[src/rtl/fc_prim_seq_tx.sv]
// Fibre Channel primitive-sequence transmitter.
// The fc package holds the link-state encoding and the ordered-set words;
// the module repeats the ordered set of the active link state on every lane
// and only moves to a newly requested state once the current sequence has
// been accepted downstream at least MIN_REPEAT times.

package fc;

    // Link states requested by the port state machine
    typedef enum logic [3:0] {
        STATE_AC  = 4'd0,
        STATE_LR1 = 4'd1,
        STATE_LR2 = 4'd2,
        STATE_LR3 = 4'd3,
        STATE_LF1 = 4'd4,
        STATE_LF2 = 4'd5,
        STATE_OL1 = 4'd6,
        STATE_OL2 = 4'd7,
        STATE_OL3 = 4'd8
    } state_t;

    // Ordered sets; K28.5 sits in the most significant byte
    localparam logic [31:0] IDLE  = 32'hBC95_B5B5;  // K28.5 D21.4 D21.5 D21.5
    localparam logic [31:0] ARBFF = 32'hBC94_FFFF;  // K28.5 D20.4 D31.7 D31.7
    localparam logic [31:0] LR    = 32'hBC49_BF49;  // K28.5 D9.2  D31.5 D9.2
    localparam logic [31:0] LRR   = 32'hBC35_BF49;  // K28.5 D21.1 D31.5 D9.2
    localparam logic [31:0] OLS   = 32'hBC35_8A55;  // K28.5 D21.1 D10.4 D21.2
    localparam logic [31:0] NOS   = 32'hBC55_BF45;  // K28.5 D21.2 D31.5 D5.2

endpackage

module fc_prim_seq_tx #(
    parameter int LANES      = 1,
    parameter int MIN_REPEAT = 8,
    parameter int FILL_IDLE  = 0
) (
    input  logic                  clk,
    input  logic                  reset_n,
    input  fc::state_t            state,
    input  logic                  tx_ready,
    output logic [32*LANES-1:0]   data,
    output logic [4*LANES-1:0]    datak,
    output fc::state_t            active_state,
    output logic                  seq_min_met,
    output logic                  seq_change
);

    // Counter wide enough to hold MIN_REPEAT; the sum gets three spare bits
    // so adding up to four lanes can never overflow before saturation.
    localparam int CW = $clog2(MIN_REPEAT + 1);
    localparam int SW = CW + 3;
    localparam logic [SW-1:0] MAX_CNT  = SW'(MIN_REPEAT);
    localparam logic [SW-1:0] LANE_INC = SW'(LANES);
    localparam logic [CW-1:0] SAT_CNT  = CW'(MIN_REPEAT);
    localparam logic [31:0]   FILL_OS  = (FILL_IDLE != 0) ? fc::IDLE : fc::ARBFF;

    logic [CW-1:0] cnt;
    logic [CW-1:0] cnt_next;
    logic [SW-1:0] cnt_sum;
    fc::state_t    active_next;
    logic          change_next;
    logic          switch_now;
    logic [31:0]   ord_set;

    assign seq_min_met = ({3'b000, cnt} >= MAX_CNT);

    // Next-state logic: switch when accepted, requested state differs and the
    // current sequence has been repeated enough; otherwise count accepted sets
    always_comb begin
        active_next = active_state;
        cnt_next    = cnt;
        change_next = 1'b0;
        cnt_sum     = {3'b000, cnt} + LANE_INC;
        switch_now  = tx_ready && (state != active_state) && seq_min_met;
        if (switch_now) begin
            active_next = state;
            cnt_next    = '0;
            change_next = 1'b1;
        end else if (tx_ready) begin
            if (cnt_sum >= MAX_CNT) begin
                cnt_next = SAT_CNT;
            end else begin
                cnt_next = cnt_sum[CW-1:0];
            end
        end
    end

    // State register; reset parks the link in LF2 sending NOS
    always_ff @(posedge clk) begin
        if (!reset_n) begin
            active_state <= fc::STATE_LF2;
            cnt          <= '0;
            seq_change   <= 1'b0;
        end else begin
            active_state <= active_next;
            cnt          <= cnt_next;
            seq_change   <= change_next;
        end
    end

    // Ordered-set decode from the registered state only, so data never
    // follows the requested state combinationally
    always_comb begin
        ord_set = fc::IDLE;
        case (active_state)
            fc::STATE_AC:  ord_set = FILL_OS;
            fc::STATE_LR1: ord_set = fc::LR;
            fc::STATE_LR2: ord_set = fc::LRR;
            fc::STATE_LR3: ord_set = fc::IDLE;
            fc::STATE_LF1: ord_set = fc::OLS;
            fc::STATE_LF2: ord_set = fc::NOS;
            fc::STATE_OL1: ord_set = fc::OLS;
            fc::STATE_OL2: ord_set = fc::LR;
            fc::STATE_OL3: ord_set = fc::NOS;
            default:       ord_set = fc::IDLE;
        endcase
    end

    assign data  = {LANES{ord_set}};
    assign datak = {LANES{4'b1000}};

endmodule

[config.mk]
export PLATFORM = sky130hd
export DESIGN_NAME = fc_prim_seq_tx
export DESIGN_NICKNAME = d
export VERILOG_FILES = /design/src/rtl/fc_prim_seq_tx.sv
export SDC_FILE = /design/constraint.sdc
export NUM_CORES = 1
export LEC_CHECK = 0
export BUFFER_PORTS_ARGS = -buffer_cell sky130_fd_sc_hd__buf_2
export CELL_PAD_IN_SITES_DETAIL_PLACEMENT = 0
export CELL_PAD_IN_SITES_GLOBAL_PLACEMENT = 1
export CORE_MARGIN = 5
export CORE_UTILIZATION = 31
export DETAILED_ROUTE_END_ITERATION = 7
export GPL_ROUTABILITY_DRIVEN = 0
export PLACE_DENSITY = 0.81
export SYNTH_ARGS = -nofsm -noshare
export SYNTH_HDL_FRONTEND = slang
export SYNTH_SLANG_ARGS = --single-unit
[constraint.sdc]
create_clock -name clk -period 1.7 [get_ports clk]
set_clock_uncertainty 0.1 [all_clocks]
set_input_delay 0.34 -clock clk [delete_from_list [all_inputs] [get_ports clk]]
set_output_delay 0.34 -clock clk [all_outputs]
set_load 0.005 [all_outputs]
# Yosys cells after proc, flatten, opt, wreduce, memory -nomap -nowiden
# Memory sizes are Yosys's and may differ from the RTL's. A register that Yosys moved wholly into a read port is not among the register bits.
# Cells that the tools add are included.
# totals
regBits	9
rom_bits	336
inputBits	7
out_inout_bits	42
word_cells	16
memories	1
# memory_table
name	depth	width	rd	rd_clocked_by_memory_dff	wr	line	rtl
(no name shown)	16	21	1	1	0	105	case (active_state)
# classes
n_addsub	1
n_lt_le_gt_ge	2
eq_ne	1
mux	4
n_bitwise	1
n_reduce_logical	3
# ops
op	n
$mux 4	3
$add 4x1->5 const B	1
$ge 5x4->1 const B	1
$ge 4x4->1 const B	1
$ne 4x4->1	1
$logic_and 1x1->1	2
$reduce_or 2->1	1
$mux 1	1
$not 1->1	1

# Longest topological paths before layout
# depth
ltp_word	5
mapped_depth	8

# Least setup slack after synthesis
# OpenSTA, ideal clock, no wires.
# synth_timing
path_type	input -> register
from	input port tx_ready
to	register data[4] (netlist name)
setup_ns	0.114
t_arrival_ns	1.552
path_slack_ns	-0.066
path_stages	6
path_cell_list	buf_2 > and3_1 > a211o_1 > ha_1 > nand2b_1 > a21o_1
# synth_via
elab_chain_cells	4
# synth_lines
item	line	rtl
start: declaration	40	input logic tx_ready,
$logic_and 1x1->1 (2 in a row)	74	switch_now = tx_ready && (state != active_state) && seq_min_met;
$mux 4 (no source line) (2 in a row)	n/a	
# No other way between the ends.
# A chain may end at the register's enable or synchronous reset.

# Final worst setup path
# layout_timing
from	register cnt[3]
to	register data[4] (netlist name)
# layout_via
elab_chain_cells	4
# layout_lines
item	line	rtl
start: declaration	57	logic [CW-1:0] cnt;
start signal: assignment	96	cnt <= cnt_next;
$ge 4x4->1	65	assign seq_min_met = ({3'b000, cnt} >= MAX_CNT);
$logic_and 1x1->1	74	
$mux 4 (no source line) (2 in a row)	n/a	
# No other way between the ends.

==> impl_metrics.env <==
export IMPL_post_place_ws_ns=-0.06336
export IMPL_drv_cap=0
export IMPL_numCtsBuffers=3
export IMPL_hpwlAfterDp_um=1921
export IMPL_dp_cells=211
export IMPL_worstPathRequired_ns=1.76
export IMPL_design_area_sq_um=1433
export IMPL_die_x_um=71.99
export IMPL_reg2reg_depth=6
export IMPL_wl_per_cell_um=10.83
export IMPL_min_period_ns=1.639
export IMPL_stdcell_count=216
export IMPL_die_area_sq_um=5182
export IMPL_antenna_cells=0
export IMPL_power_density_nw_per_um2=612.9
export IMPL_setup_violations=0
export IMPL_ys_ff_latch=21
export IMPL_cts_hold_buf=0
export IMPL_hold_path_class="in -> reg"
export IMPL_wl_um=2340
export IMPL_final_max_slew_viol_count=0
export IMPL_fin_crit_sh_pct=96.40
export IMPL_worst_path_buf_inv=0
export IMPL_grt_pass1_wl_um=3636
export IMPL_root_buffer="clkbuf_8"
export IMPL_synth_cell_type_count=32
export IMPL_num_vias=887
export IMPL_drc=0
export IMPL_critical_path_top_delay_family="simple AND/OR/NAND/NOR gates"
export IMPL_ios=49
export IMPL_area_growth_pct=20.27
export IMPL_start_util_pct=32.29
export IMPL_grt_max_degree=13
export IMPL_worstSkewPairLatency_ns=0.26
export IMPL_p_leak_nw=0.7424
export IMPL_drtAntennaViolNets=0
export IMPL_antenna_found_initial=0
export IMPL_post_cts_resized=0
export IMPL_rows=22
export IMPL_cts_tree="built"
export IMPL_io_buffers=33
export IMPL_yosysSeqAreaShare_pct=35.29
export IMPL_grt_overflow=0
export IMPL_slowest_stage="dfxtp_1"
export IMPL_synth_area_leaders="dfxtp_1 (35%), buf_4 (15%), ha_1 (9.5%)"
export IMPL_cts_setup_buffers=0
export IMPL_peakVddDrop_mv=0.2334
export IMPL_crit_chain="nand2_2, mux2i_1, nand2b_2, ha_1, nand2b_1, a21o_1"
export IMPL_place_area_sq_um=1379
export IMPL_core_sq_um=3689
export IMPL_fillers=398
export IMPL_final_util_pct=38.84
export IMPL_max_clock_path_buffers=2
export IMPL_cpPeakStageDelay_ns=0.37
export IMPL_die_h_um=71.99
export IMPL_finalHoldViolCount=0
export IMPL_fin_ws_ns=0.06115
export IMPL_status="completed"
export IMPL_whs_ns=0.3438
export IMPL_grt_usage_pct=9.188
export IMPL_nets=185
export IMPL_rsz0062_at_grt="yes"
export IMPL_crit_fanout=4
export IMPL_path_depth=6
export IMPL_hold_depth=3
export IMPL_htreeDepth=1
export IMPL_syn_area_sq_um=1191
export IMPL_yosysTopAreaCellShare_pct=35.29
export IMPL_numClockSinks=21
export IMPL_syn_area_per_cell_sq_um=9.234
export IMPL_setup_worst_path_end_class="flip-flop"
export IMPL_netlist_instances=129
export IMPL_fmax_mhz=610.2
export IMPL_drive_gt1_share_pct=36.31
export IMPL_drtPass1Iterations=4
export IMPL_grt_pass1_vias=830
export IMPL_yosys_area_top_type="dfxtp_1"
export IMPL_worstSetupStartpointType="flip-flop"
export IMPL_via_per_inst=4.106
export IMPL_crit_type="reg -> reg"
export IMPL_clk_pin_slew_ns=0.07
export IMPL_arrival_ns=1.70
export IMPL_synth_warnings=0
export IMPL_detail_route_iter0_violations=34
layout by cell type, fill, tap and decap left out, drive strengths merged, types with 2 or more instances in the layout:
cell type and n:
a211o 2, a21oi 9, a31oi 2, and3 4, buf 49, clkbuf 3, conb 15, dfxtp 21
ha 9, inv 10, mux2i 4, nand2 7, nand2b 5, nand3 6, nor2 4, o21ai 3
xnor2 4
worst register-to-register path: stages (launching register included):
cell and delay [ns]:
dfxtp_1 0.37, nand2_2 0.10, mux2i_1 0.12, nand2b_2 0.21
ha_1 0.32, nand2b_1 0.15, a21o_1 0.17
final timing paths:
check	slack (ns)	start	end
max	0.06	cnt[3]	data[4]
min	0.34	tx_ready	active_state[0]
max reg2reg	0.06	cnt[3]	data[4]
min reg2reg	0.42	cnt[1]	cnt[1]
metrics by stage:
step | power [mW] | TNS (ns)
after global placement | 0.5662 | -0.03784
final | 0.8780 | 0
after floorplan | 0.5660 | -0.02517
after global routing | 0.9255 | -0.002177
after CTS | 0.8933 | 0
after detailed placement | 0.5662 | -0.1079
area by class of cell:
type	count	area [sq um]	share of cell area, %
clock buffer	3	41.29	2.882
clock inverter	1	5.005	0.3493
inverter	10	40.04	2.795
multi-input combinational	84	580.6	40.52
sequential	21	420.4	29.35
tap	48	60.06	4.192
timing repair buffer	49	285.3	19.91
kinds of logic after synthesis:
kind of cell / share of synthesized area (%)
buffers and inverters: 20.27
other: 0.6305
adders and majority gates: 9.454
AOI/OAI and AO/OA: 13.34
xor gates and xnor gates: 2.941
muxes: 4.622
DFF: 35.29
and+or+nand+nor: 13.45
sequential cells by signal, summed over array words and instances, names as in the netlist:
name	flops
cnt	4
seq_change	1
active_state	4
data	12
cell usage after synthesis (all sizes together):
library cell and count:
buf 27, a211o 2, conb 2, nor2b 1, a21oi 9, xnor2 4, mux2 1, and3b 1
dfxtp 21, a21boi 1, inv 10, nand2b 5, a2bb2oi 1, a21o 1, or2b 1, and3 4
a31oi 2, a211oi 1, nor2 4, o21ai 3, a41o 1, ha 9, mux2i 4, nand3 6
nand2 7, o2111a 1
power breakdown:
part	internal, mW	switching [mW]
sequential	0.496	0.00461
clock	0.163	0.160
combinational	0.0238	0.0308
layer usage:
| layer | global-route usage [%] | vias to the layer above | part of all wire (%) |
|---|---|---|---|
| li1 | - | 463 | - |
| met1 | 10.15 | 385 | 43 |
| met2 | 14.39 | 32 | 45 |
| met3 | 2.355 | 7 | 7.5 |
| met4 | 8.351 | 0 | 4.2 |
| met5 | 0 | - | 0 |
Note: power is estimated with default switching activity, not from simulation.
